===== src/rtl/time_counter.sv =====
// Stopwatch/watch time base: divides clk down to a centisecond tick and keeps a
// cascaded hh:mm:ss.cc count with run/clear control and per-field calibration.
module time_counter #(
    parameter int DIV_TICK  = 1_000_000,
    parameter int INIT_HOUR = 0,
    parameter int INIT_MIN  = 0
) (
    input  logic       clk,
    input  logic       rst,
    input  logic       run,
    input  logic       clear,
    input  logic       calib_en,
    input  logic [1:0] calib_sel,
    input  logic       calib_up,
    input  logic       calib_down,
    output logic [6:0] msec,
    output logic [5:0] sec,
    output logic [5:0] min,
    output logic [4:0] hour,
    output logic       day_wrap
);

    localparam int TW = (DIV_TICK > 1) ? $clog2(DIV_TICK) : 1;
    localparam logic [TW-1:0] TICK_MAX   = TW'(DIV_TICK - 1);
    localparam logic [6:0]    MSEC_MAX   = 7'd99;
    localparam logic [5:0]    SEC_MAX    = 6'd59;
    localparam logic [5:0]    MIN_MAX    = 6'd59;
    localparam logic [4:0]    HOUR_MAX   = 5'd23;
    localparam logic [5:0]    MIN_INIT   = 6'(INIT_MIN);
    localparam logic [4:0]    HOUR_INIT  = 5'(INIT_HOUR);

    localparam logic [1:0] SEL_SEC  = 2'b00;
    localparam logic [1:0] SEL_MIN  = 2'b01;
    localparam logic [1:0] SEL_HOUR = 2'b10;

    logic [TW-1:0] tick_cnt_reg, tick_cnt_next;
    logic [6:0]    msec_reg, msec_next;
    logic [5:0]    sec_reg, sec_next;
    logic [5:0]    min_reg, min_next;
    logic [4:0]    hour_reg, hour_next;
    logic          day_wrap_reg, day_wrap_next;

    logic calib_step;
    assign calib_step = calib_up ^ calib_down;

    always_ff @(posedge clk or negedge rst) begin
        if (!rst) begin
            tick_cnt_reg <= '0;
            msec_reg     <= '0;
            sec_reg      <= '0;
            min_reg      <= MIN_INIT;
            hour_reg     <= HOUR_INIT;
            day_wrap_reg <= 1'b0;
        end else begin
            tick_cnt_reg <= tick_cnt_next;
            msec_reg     <= msec_next;
            sec_reg      <= sec_next;
            min_reg      <= min_next;
            hour_reg     <= hour_next;
            day_wrap_reg <= day_wrap_next;
        end
    end

    always_comb begin
        tick_cnt_next = tick_cnt_reg;
        msec_next     = msec_reg;
        sec_next      = sec_reg;
        min_next      = min_reg;
        hour_next     = hour_reg;
        day_wrap_next = 1'b0;

        if (clear) begin
            tick_cnt_next = '0;
            msec_next     = '0;
            sec_next      = '0;
            min_next      = MIN_INIT;
            hour_next     = HOUR_INIT;
        end else if (calib_en) begin
            // Calibration touches one field only; no carry or borrow across fields.
            if (calib_step) begin
                case (calib_sel)
                    SEL_SEC: begin
                        if (calib_up) sec_next = (sec_reg == SEC_MAX) ? 6'd0 : sec_reg + 6'd1;
                        else          sec_next = (sec_reg == 6'd0) ? SEC_MAX : sec_reg - 6'd1;
                    end
                    SEL_MIN: begin
                        if (calib_up) min_next = (min_reg == MIN_MAX) ? 6'd0 : min_reg + 6'd1;
                        else          min_next = (min_reg == 6'd0) ? MIN_MAX : min_reg - 6'd1;
                    end
                    SEL_HOUR: begin
                        if (calib_up) hour_next = (hour_reg == HOUR_MAX) ? 5'd0 : hour_reg + 5'd1;
                        else          hour_next = (hour_reg == 5'd0) ? HOUR_MAX : hour_reg - 5'd1;
                    end
                    default: ;
                endcase
            end
        end else if (run) begin
            if (tick_cnt_reg == TICK_MAX) begin
                tick_cnt_next = '0;
                // Full cascade resolves in this same edge.
                if (msec_reg == MSEC_MAX) begin
                    msec_next = '0;
                    if (sec_reg == SEC_MAX) begin
                        sec_next = '0;
                        if (min_reg == MIN_MAX) begin
                            min_next = '0;
                            if (hour_reg == HOUR_MAX) begin
                                hour_next     = '0;
                                day_wrap_next = 1'b1;
                            end else begin
                                hour_next = hour_reg + 5'd1;
                            end
                        end else begin
                            min_next = min_reg + 6'd1;
                        end
                    end else begin
                        sec_next = sec_reg + 6'd1;
                    end
                end else begin
                    msec_next = msec_reg + 7'd1;
                end
            end else begin
                tick_cnt_next = tick_cnt_reg + TW'(1);
            end
        end
    end

    assign msec     = msec_reg;
    assign sec      = sec_reg;
    assign min      = min_reg;
    assign hour     = hour_reg;
    assign day_wrap = day_wrap_reg;

endmodule


===== config.mk =====
export PLATFORM = sky130hd
export DESIGN_NAME = time_counter
export DESIGN_NICKNAME = d
export VERILOG_FILES = /design/src/rtl/time_counter.sv
export SDC_FILE = /design/constraint.sdc
export NUM_CORES = 1
export LEC_CHECK = 0
export ABC_CLOCK_PERIOD_IN_PS = 2600
export BUFFER_PORTS_ARGS = -buffer_cell sky130_fd_sc_hd__buf_2
export CORE_ASPECT_RATIO = 0.6
export CORE_UTILIZATION = 28
export CTS_BUF_LIST = sky130_fd_sc_hd__clkbuf_2
export CTS_CLUSTER_DIAMETER = 100
export DETAILED_ROUTE_END_ITERATION = 16
export MAX_ROUTING_LAYER = met4
export SETUP_SLACK_MARGIN = 0.2
export SLEW_MARGIN = 25
export SYNTH_ARGS = -nofsm -noshare
export SYNTH_HDL_FRONTEND = slang
export SYNTH_SLANG_ARGS = --single-unit

===== constraint.sdc =====
create_clock -name clk -period 2.6 [get_ports clk]
set_input_delay 0.52 -clock clk [delete_from_list [all_inputs] [get_ports clk]]
set_output_delay 0.52 -clock clk [all_outputs]
set_load 0.005 [all_outputs]

* Word-level counts from Yosys, hierarchy flattened
Index checks and enable logic that the tools add are counted. W data, S select, Z words.
Storage, ports and cells: flip-flop bits (word level) 45, bits of input ports 9, word-level logic and storage cells 93
Cells by class: add/subtract/negate cells 8, equality and inequality tests 12, multiplexer cells 50, bitwise gates (word level) 1, reductions and logical operators 16
Operators by type and width (number):
- $mux W6 | 21
- $mux W20 | 4
- $mux W5 | 12
- $mux W7 | 5
- $add A20 B1 Y20 const B | 1
- $eq A20 B20 Y1 const B | 1
- $reduce_bool A3 Y1 | 5
- $add A6 B1 Y6 const B | 2
- $eq A6 B6 Y1 const B | 2
- $logic_not A6 Y1 | 2
- $ne A3 B2 Y1 const B | 4
- $sub A6 B1 Y6 const B | 2
- $mux W1 | 8
- $add A7 B1 Y7 const B | 1
- $eq A7 B7 Y1 const B | 1
- $reduce_and A7 Y1 | 1
- $reduce_and A6 Y1 | 1
- $add A5 B1 Y5 const B | 1
- $eq A5 B5 Y1 const B | 1
- $logic_not A5 Y1 | 1
- $reduce_and A5 Y1 | 1
- $sub A5 B1 Y5 const B | 1
- $reduce_bool A2 Y1 | 2
- $reduce_and A3 Y1 | 1
- other kinds (6) | 6

* Longest topological paths before layout
Gate-level depths: netlist of the first run.
depth in word-level cells 9, depth in mapped cells 8, depth with buffers taken out 7

* Worst setup path after synthesis of the first run
Ideal clock, no wire load.
path type register -> register, start register tick_cnt_reg[12], end register hour_reg[0] (netlist: hour[0]), library setup time 0.126 ns, data arrival time 2.004 ns, required time 2.474 ns, path slack 0.470 ns, stages on the path, launching flop included 6, path buffers 1, path through dfrtp_1 or4_4 nor4_4 buf_6 a41oi_1 a311o_1
On the way: cells in the longest elaborated chain, start to end 3
RTL lines:
- start, declared | line 36 | logic [TW-1:0] tick_cnt_reg, tick_cnt_next;
- start signal, assigned | line 55 | tick_cnt_reg <= tick_cnt_next;
- $eq A20 B20 Y1 | line 98 | if (tick_cnt_reg == TICK_MAX) begin
- $reduce_bool A3 Y1 (no source line)
- $reduce_and A7 Y1 (no source line)
- end signal, assigned | line 59 | hour_reg <= hour_next;
- end, declared | line 40 | logic [4:0] hour_reg, hour_next;
Every way passes these cells. A chain may end at the register's enable or synchronous reset.

* Worst setup path after layout of the first run
start register msec_reg[3] (netlist: msec[3]), end register min_reg[1] (netlist: min[1])
On the way: cells in the longest elaborated chain, start to end 3
RTL lines:
- start, declared | line 37 | logic [6:0] msec_reg, msec_next;
- start signal, assigned | line 56 | msec_reg <= msec_next;
- $eq A7 B7 Y1 | line 101 | if (msec_reg == MSEC_MAX) begin
- $reduce_bool A3 Y1 (no source line)
- $reduce_and A6 Y1 (no source line)
- end signal, assigned | line 58 | min_reg <= min_next;
- end, declared | line 39 | logic [5:0] min_reg, min_next;
Every way passes these cells.

==> impl_metrics.tcl, run 1 <==
set metrics [dict create \
    cp.required_ps 2920 \
    cts_tree "done" \
    largest_reg_flops 20 \
    grt_max_degree 25 \
    hp-class "primary input to asynchronous set/reset pin" \
    grt_pass1_wl_um 14200 \
    start_util_pct 29.3 \
    layout-drive-gt1-share_pct 16.7 \
    wl_per_cell_um 15.6 \
    fmax_ghz 0.431 \
    cts-htree-levels 2 \
    crit_fanout 7 \
    synth_top_cell_area_share_pct 35.7 \
    synthToLayoutAreaGrowth_pct 13.7 \
    syn_avg_cell_area_um2 8.22 \
    drt_iter0_drc 267 \
    fin_crit_sh_pct 89.3 \
    syn_area_mm2 0.00316 \
    synth_top_cell_by_area "dfrtp_1" \
    portBuffers 33 \
    core_mm2 0.0108 \
    antenna_cells 0 \
    die_area_mm2 0.0117 \
    skew_ps 11.7 \
    regToRegEndpoint "min[1]" \
    syn_inst 384 \
    final_nets 437 \
    grt_overflow 0 \
    clock-root-buffer "clkbuf_2" \
    yosys-top-cells-area "dfrtp_1, nand2_1, nor2_1" \
    clock-sinks 45 \
    endpoint_kind "register" \
    clkLatencyLatePin_ps 420 \
    top_layer "met4" \
    worst_pin_slew_ps 749 \
    crit_type "register to register" \
    reg2regPathDepth 6 \
    nFillCells 1126 \
    cts_buffer_depth 2 \
    final_common_cell "nand2_1" \
    ant_nets 0 \
    numCtsBuffers 5 \
    met3_wirelength_um 495 \
    startpoint "msec[3]" \
    async_reset_ff_share_pct 100 \
    synth_edf_count 0 \
    drt_wl_total_um 8720 \
    ys_warn_count 0 \
    fp-row-count 29 \
    synth_cell_type_count 60 \
    synth_ff_type "dfrtp_1" \
    leakage_nw 1.48 \
    die_y_um 84.2 \
    grt_usage_pct 15.5 \
    relSlewSlack_pct 49.9 \
    gp_congestion 0.856 \
    drtPass1Iterations 10 \
    wl_met2_um 3310 \
    drt_drc_violations_left 1 \
    violations "design-rule violations" \
    timing.final.setup_violations 0 \
    reg2reg_slack_ps 280 \
    arrival_ps 2650 \
    status "finished with violations" \
    fp.dieW_um 139 \
    vdd_drop_max_mv 0.200 \
    r2r_start "msec[3]" \
    pwr_density_cell_mw_per_mm2 504 \
    synth-seq-area-share_pct 35.7 \
    maxCapViolCount 0 \
    final_cell_mix "nand2_1, nor2_1, dfrtp_1" \
    final_core_util_pct 33.3 \
    endpoint "min[1]" \
    worst_setup_path_start_kind "register" \
    total_power_mw 1.81 \
    vias 3022 \
    viasPerCell 5.42 \
    fin_tns_setup_ps 0 \
    hpwl_um 6500 \
    grt_pass1_vias 2745 \
    fin_crit_ps 2320 \
    placedInstanceArea_mm2 0.00350 \
    postSynthRegisterBits 45 \
    design_area_mm2 0.00359 \
    antenna_found_initial 0 \
    wl_met1_um 4830 \
    drv_slew 0 \
    syn_nets 403 \
    hold_violations 0 \
    path_clk_slew_ps 230 \
    rsz0062_at_grt "no" \
    pin_count 34 \
]
cell type report:
cell class                 count  area, µm²  area share (%)
clock buffer                   6       30.0           0.837
inverter                      13       48.8            1.36
multi-input combinational    307       1930            53.9
tap                          139        174            4.84
timing repair buffer          46        265            7.39
sequential                    45       1130            31.4
clock inverter                 2       10.0           0.279
cells in the mapped netlist (3+ instances only):
master    number
nand2_1       51
dfrtp_1       45
nor2_1        44
nand3_1       20
o21ai_0       18
a21oi_1       17
clkbuf_1      15
inv_1         13
nor3_1        13
nand4_1       12
xor2_1        12
a31oi_1       10
ha_1          10
xnor2_1        8
o211ai_1       7
a211oi_1       6
a22o_1         5
o31ai_1        5
nand2b_1       4
nor2b_1        4
nor4_1         4
o22ai_1        4
a21boi_0       3
o41ai_1        3
or3_1          3
metal layers:
metal  track usage [%]  up-vias
met1              23.7     1437
met5                 -        -
li1                  -     1474
met2              20.3      103
met3              2.85        8
met4              4.14        0
through the flow:
stage | instances | worst slack [ps] | hold slack, ps
after floorplan | 384 | 470 | 224
after global placement | 548 | 357 | 466
after detailed placement | 548 | 306 | 471
after CTS | 557 | 233 | 481
after global routing | 558 | 199 | 513
final | 558 | 278 | 513
where the power goes:
part / internal [mW] / switching (mW) / total [mW]
Combinational: 0.257 / 0.336 / 0.592
Sequential: 0.765 / 0.149 / 0.914
Clock: 0.0676 / 0.234 / 0.302
worst max-delay path, stage by stage (launching register included):
cell	delay, ps
dfrtp_2	510
or4b_1	600
nor4_4	290
buf_4	180
a21bo_2	170
a21oi_2	100
o31ai_1	380
how the worst min path moves through the flow:
| stage | startpoint | endpoint | slack, ps | cells after the start |
|---|---|---|---|---|
| floorplan | rst | day_wrap | 220 | 0 |
| global placement | rst | tick_cnt_reg[14] | 470 | 1 |
| detailed placement | rst | tick_cnt_reg[14] | 470 | 1 |
| CTS | rst | tick_cnt_reg[14] | 480 | 2 |
| global route | rst | tick_cnt_reg[14] | 510 | 2 |
| finish | rst | tick_cnt_reg[14] | 510 | 2 |
cell families after synthesis:
group                      Yosys count  share of synthesized area, %
and+or+nand+nor                    174                          27.9
muxes                                2                         0.674
adders and majority gates           10                          3.96
AOI/OAI and AO/OA                  101                          22.2
buffers and inverters               32                          4.12
DFF                                 45                          35.7
xor gates and xnor gates            20                          5.55
repair_timing:
action                                  in CTS  in global routing
buffers inserted                             0                  1
hold buffers                                 1                  0
endpoints found under the hold margin       15                  0
resized for setup                            0                  7
endpoints found under the setup margin       0                  6
(Power assumes the default switching activity.)
==> run 2, diff against run 1 <==
Settings changed: CORE_ASPECT_RATIO 0.6 to not set.
==> run 2 against run 1 <==
The run now ends clean; total power increased by 0.11%; global-route usage decreased by 0.086 points; maximum frequency up 0.57%; routed wire length decreased by 3.7%; register-to-register slack is essentially flat; clock power up 5%; first-iteration DRC count is 40% lower; final cell count up 0.36%; critical path type unchanged; largest cell class unchanged; highest routed layer unchanged.
==> impl_metrics.tcl, run 2 (synthesis results as in run 1) <==
set metrics [dict create \
    relSlewSlack_pct 47.3 \
    nFillCells 1177 \
    stdcell_count 560 \
    cp.depth 7 \
    worst_pin_slew_ps 783 \
    worst_setup_path_start_kind "register" \
    gp_congestion 0.841 \
    fmax_ghz 0.433 \
    drt_drc_violations_left 0 \
    crit_fanout 7 \
    fp.dieW_um 108 \
    viasPerCell 5.35 \
    start_util_pct 28.9 \
    antenna_cells 0 \
    pin_count 34 \
    antenna_found_initial 0 \
    cp.required_ps 2960 \
    clkLatencyLatePin_ps 440 \
    grt_pass1_wl_um 14100 \
    holdPathStages 2 \
    largest_reg_flops 20 \
    grt_max_degree 46 \
    fp-row-count 38 \
    timing.final.setup_violations 0 \
    cts_tree "done" \
    drt_wl_total_um 8390 \
    grt_usage_pct 15.4 \
    maxCapViolCount 0 \
    place_ws_ps 342 \
    path_buf_inv 2 \
    fin_crit_ps 2310 \
    grt_pass1_vias 2929 \
    vias 2995 \
    hp-class "primary input to register" \
    grt_overflow 0 \
    die_y_um 108 \
    fin_crit_sh_pct 88.8 \
    post-place-cells 548 \
    vdd_drop_max_mv 0.242 \
    ant_nets 0 \
    pwr_density_cell_mw_per_mm2 503 \
    portBuffers 33 \
    leakage_nw 1.47 \
    cpMostUsedCell "buf_4" \
    rsz0062_at_grt "no" \
    drv_slew 0 \
    crit_type "register to register" \
    core_mm2 0.0109 \
    slowest_delay_ps 610 \
    final_common_cell "nand2_1" \
    drt_iter0_drc 160 \
    final_core_util_pct 32.9 \
    arrival_ps 2670 \
    numCtsBuffers 5 \
    path_cells "or4b_1 -> nor4_4 -> buf_4 -> buf_4 -> a21bo_2 -> a21oi_2 -> o32ai_1" \
    drtPass1Iterations 4 \
    clock-root-buffer "clkbuf_2" \
    final_cell_mix "nand2_1, nor2_1, dfrtp_1" \
    reg2regPathDepth 7 \
    hold_violations 0 \
    status "finished, final reports clean" \
    skew_ps 12.0 \
    die_area_mm2 0.0117 \
    clock-sinks 45 \
    seq_area_mm2 0.00113 \
    crit_family "simple AND/OR/NAND/NOR gates" \
    finalWorstSetupSlack_ps 291 \
    fin_tns_setup_ps 0 \
    cts_buffer_depth 2 \
    crit_slowest_cell "or4b_1" \
    cts-htree-levels 2 \
    endpoint_kind "register" \
    multi_input_area_mm2 0.00191 \
    hpwl_um 6020 \
    synthToLayoutAreaGrowth_pct 13.9 \
    wl_per_cell_um 15.0 \
    final_nets 438 \
    path_clk_slew_ps 250 \
    layout-drive-gt1-share_pct 16.0 \
]
-- run 2: changes by cell type in the layout (fill, tap and decap cells not counted), moves of 2 or more --
cell	before	now
o41ai_1	0	3
clkinvlp_4	0	2
clkinv_2	2	0
o41ai_2	3	0
-- run 2: timing repair --
item / CTS / global route
gates resized for setup: 0 / 4
hold buffers: 1 / 0
setup buffers: 0 / 3
endpoints found under the hold margin: 11 / 0
setup endpoints to repair: 0 / 6
-- run 2: report_power, final --
| group | switching [mW] | total (mW) | internal (mW) | leakage [nW] |
|---|---|---|---|---|
| clock | 0.248 | 0.317 | 0.0692 | 0.0252 |
| sequential | 0.142 | 0.907 | 0.765 | 0.609 |
| combinational | 0.329 | 0.585 | 0.256 | 0.838 |
-- run 2: per-layer routing --
layer / share of wire [%] / wire [µm] / GRT usage, %
met4: 1.0 / 86 / 4.11
met2: 49 / 4090 / 26.0
met5: 0 / 0 / -
met3: 3.8 / 317 / 1.87
met1: 46 / 3900 / 19.5
-- run 2: worst paths after layout --
check                      slack (ps)              from               end
min reg2reg                       580  tick_cnt_reg[19]  tick_cnt_reg[19]
min                               510             clear   tick_cnt_reg[2]
max                               290           msec[3]            min[3]
max in group asynchronous        1810               rst           msec[3]
min in group asynchronous         540               rst           hour[3]
max reg2reg                       290           msec[3]            min[3]
-- run 2: area by class of cell --
cell class | instances | area share [%]
inverters | 13 | 1.36
flip-flops and latches | 45 | 31.4
repair buffers | 47 | 8.04
clock inverters | 2 | 0.418
multi-input cells | 307 | 53.1
clock buffers | 6 | 0.835
well taps | 140 | 4.87
-- run 2: through the flow --
| stage | total power [mW] | area [µm²] | hold WS, ps |
|---|---|---|---|
| 2_1_floorplan | 1.28 | 3160 | 224 |
| 6_report | 1.81 | 3590 | 513 |
| 4_1_cts | 1.82 | 3560 | 496 |
| 5_1_grt | 1.94 | 3590 | 547 |
| 3_5_place_dp | 1.50 | 3500 | 524 |
| 3_3_place_gp | 1.48 | 3500 | 518 |
==> run 3, diff against run 2 <==
Settings changed: CTS_BUF_LIST sky130_fd_sc_hd__clkbuf_2 to sky130_fd_sc_hd__clkbuf_4, GPL_TIMING_DRIVEN set to 0, HOLD_SLACK_MARGIN set to 0.05.
==> run 3 against run 2 <==
Flip-flop and latch count did not move; clock skew rose by 17 ps; final cell count rose by 1.6%; critical path depth fell by 1; design area rose by 1.8%; critical path type unchanged.
==> impl_metrics.tcl, run 3 (synthesis results as in run 1) <==
set metrics [dict create \
    place_ws_ps -1.03 \
    placedInstanceArea_mm2 0.00349 \
    maxCapViolCount 0 \
    final_common_cell "nand2_1" \
    fp-row-count 38 \
    worst_pin_slew_ps 719 \
    pwr_density_cell_mw_per_mm2 532 \
    grt_pass1_wl_um 14200 \
    cts_buffer_depth 2 \
    core_mm2 0.0109 \
    arrival_ps 2610 \
    grt_overflow 0 \
    cp.required_ps 2900 \
    crit_type "register to register" \
    final_nets 447 \
    wl_met1_um 4010 \
    post-place-cells 556 \
    multi_input_area_mm2 0.00194 \
    design_area_mm2 0.00366 \
    reg2regPathDepth 6 \
    antenna_found_initial 0 \
    die_area_mm2 0.0117 \
    pin_count 34 \
    gp_congestion 0.874 \
    grt_pass1_vias 2877 \
    path_clk_slew_ps 160 \
    start_util_pct 28.9 \
    cts-htree-levels 2 \
    drt_drc_violations_left 0 \
    wl_per_cell_um 15.2 \
    numCtsBuffers 5 \
    hold_violations 0 \
    fin_crit_sh_pct 88.7 \
    hp-class "primary input to asynchronous set/reset pin" \
    wl_met2_um 4190 \
    drt_iter0_drc 264 \
    nFillCells 1176 \
    relSlewSlack_pct 51.8 \
    final_cell_mix "nand2_1, nor2_1, dfrtp_1" \
    ant_nets 0 \
    finalWorstSetupSlack_ps 295 \
    rsz0062_at_grt "yes" \
    timing.final.setup_violations 0 \
    viasPerCell 5.40 \
    crit_slowest_cell "or4_4" \
    hpwl_um 6130 \
    clock-root-buffer "clkbuf_4" \
    die_y_um 108 \
    fmax_ghz 0.434 \
    layout-drive-gt1-share_pct 14.9 \
    portBuffers 32 \
    grt_max_degree 46 \
    stdcell_count 569 \
    clkLatencyLatePin_ps 390 \
    met3_wirelength_um 336 \
    reg2reg_slack_ps 290 \
    slowest_delay_ps 560 \
    drv_slew 0 \
    seq_area_mm2 0.00113 \
    skew_ps 29.3 \
    clock-sinks 45 \
    cts_tree "done" \
    status "finished, final reports clean" \
    endpoint_kind "register" \
    ctsHoldBuffers 0 \
    fp.dieW_um 108 \
    top_layer "met4" \
    vias 3071 \
    path_cells "or4_4 -> nor4_4 -> buf_4 -> a211oi_2 -> or2_4 -> o32ai_2" \
    largest_reg_flops 20 \
    synthToLayoutAreaGrowth_pct 15.9 \
    antenna_cells 0 \
    crit_fanout 8 \
    fin_crit_ps 2310 \
    drt_wl_total_um 8630 \
    grt_usage_pct 15.6 \
    drtPass1Iterations 5 \
    vdd_drop_max_mv 0.297 \
    worst_setup_path_start_kind "register" \
    leakage_nw 1.48 \
]
[run 3: cell type report]
type,instances,area share (%)
timing repair buffer,37,5.47
sequential,45,30.8
buffer,19,2.33
multi-input combinational,307,53.1
clock inverter,3,1.13
tap,140,4.79
clock buffer,5,1.03
inverter,13,1.33
[run 3: final timing paths]
path | from | end
max | tick_cnt_reg[12] | sec[2]
min | rst | hour[0]
max reg2reg | tick_cnt_reg[12] | sec[2]
min reg2reg | tick_cnt_reg[19] | tick_cnt_reg[19]
max in group asynchronous | rst | tick_cnt_reg[13]
min in group clk | tick_cnt_reg[19] | tick_cnt_reg[19]
[run 3: worst max-delay path: cells and delay by family (launching register included)]
kind,cells,cell delay (ps)
DFF,1,440
AOI/OAI and AO/OA,2,410
buffers and inverters,1,200
and+or+nand+nor,3,1200
[run 3: power by group]
part	internal (mW)	switching [mW]
logic	0.257	0.362
registers	0.764	0.102
clock network	0.199	0.262
[run 3: per-layer routing]
layer / vias up / track usage (%)
met5: - / -
met4: 0 / 3.91
met3: 8 / 2.35
met2: 81 / 26.0
met1: 1485 / 19.9
li1: 1497 / -
[run 3: through the flow]
stage / hold slack [ps] / utilization, % / power, mW / setup TNS [ps]
after global placement: 518 / 31.9 / 1.48 / 0
after floorplan: 224 / - / 1.28 / 0
after CTS: 149 / 32.7 / 1.94 / 0
after global routing: 156 / 33.5 / 2.08 / 0
final: 104 / 33.5 / 1.95 / 0
after detailed placement: 523 / 32.0 / 1.48 / -1.03
[run 3: repair_timing]
| item | in CTS | in global routing |
|---|---|---|
| setup buffers | 1 | 4 |
| setup endpoints to repair | 12 | 26 |
| pin swaps | 2 | 3 |
| gates resized for setup | 0 | 8 |
| cloned | 0 | 0 |
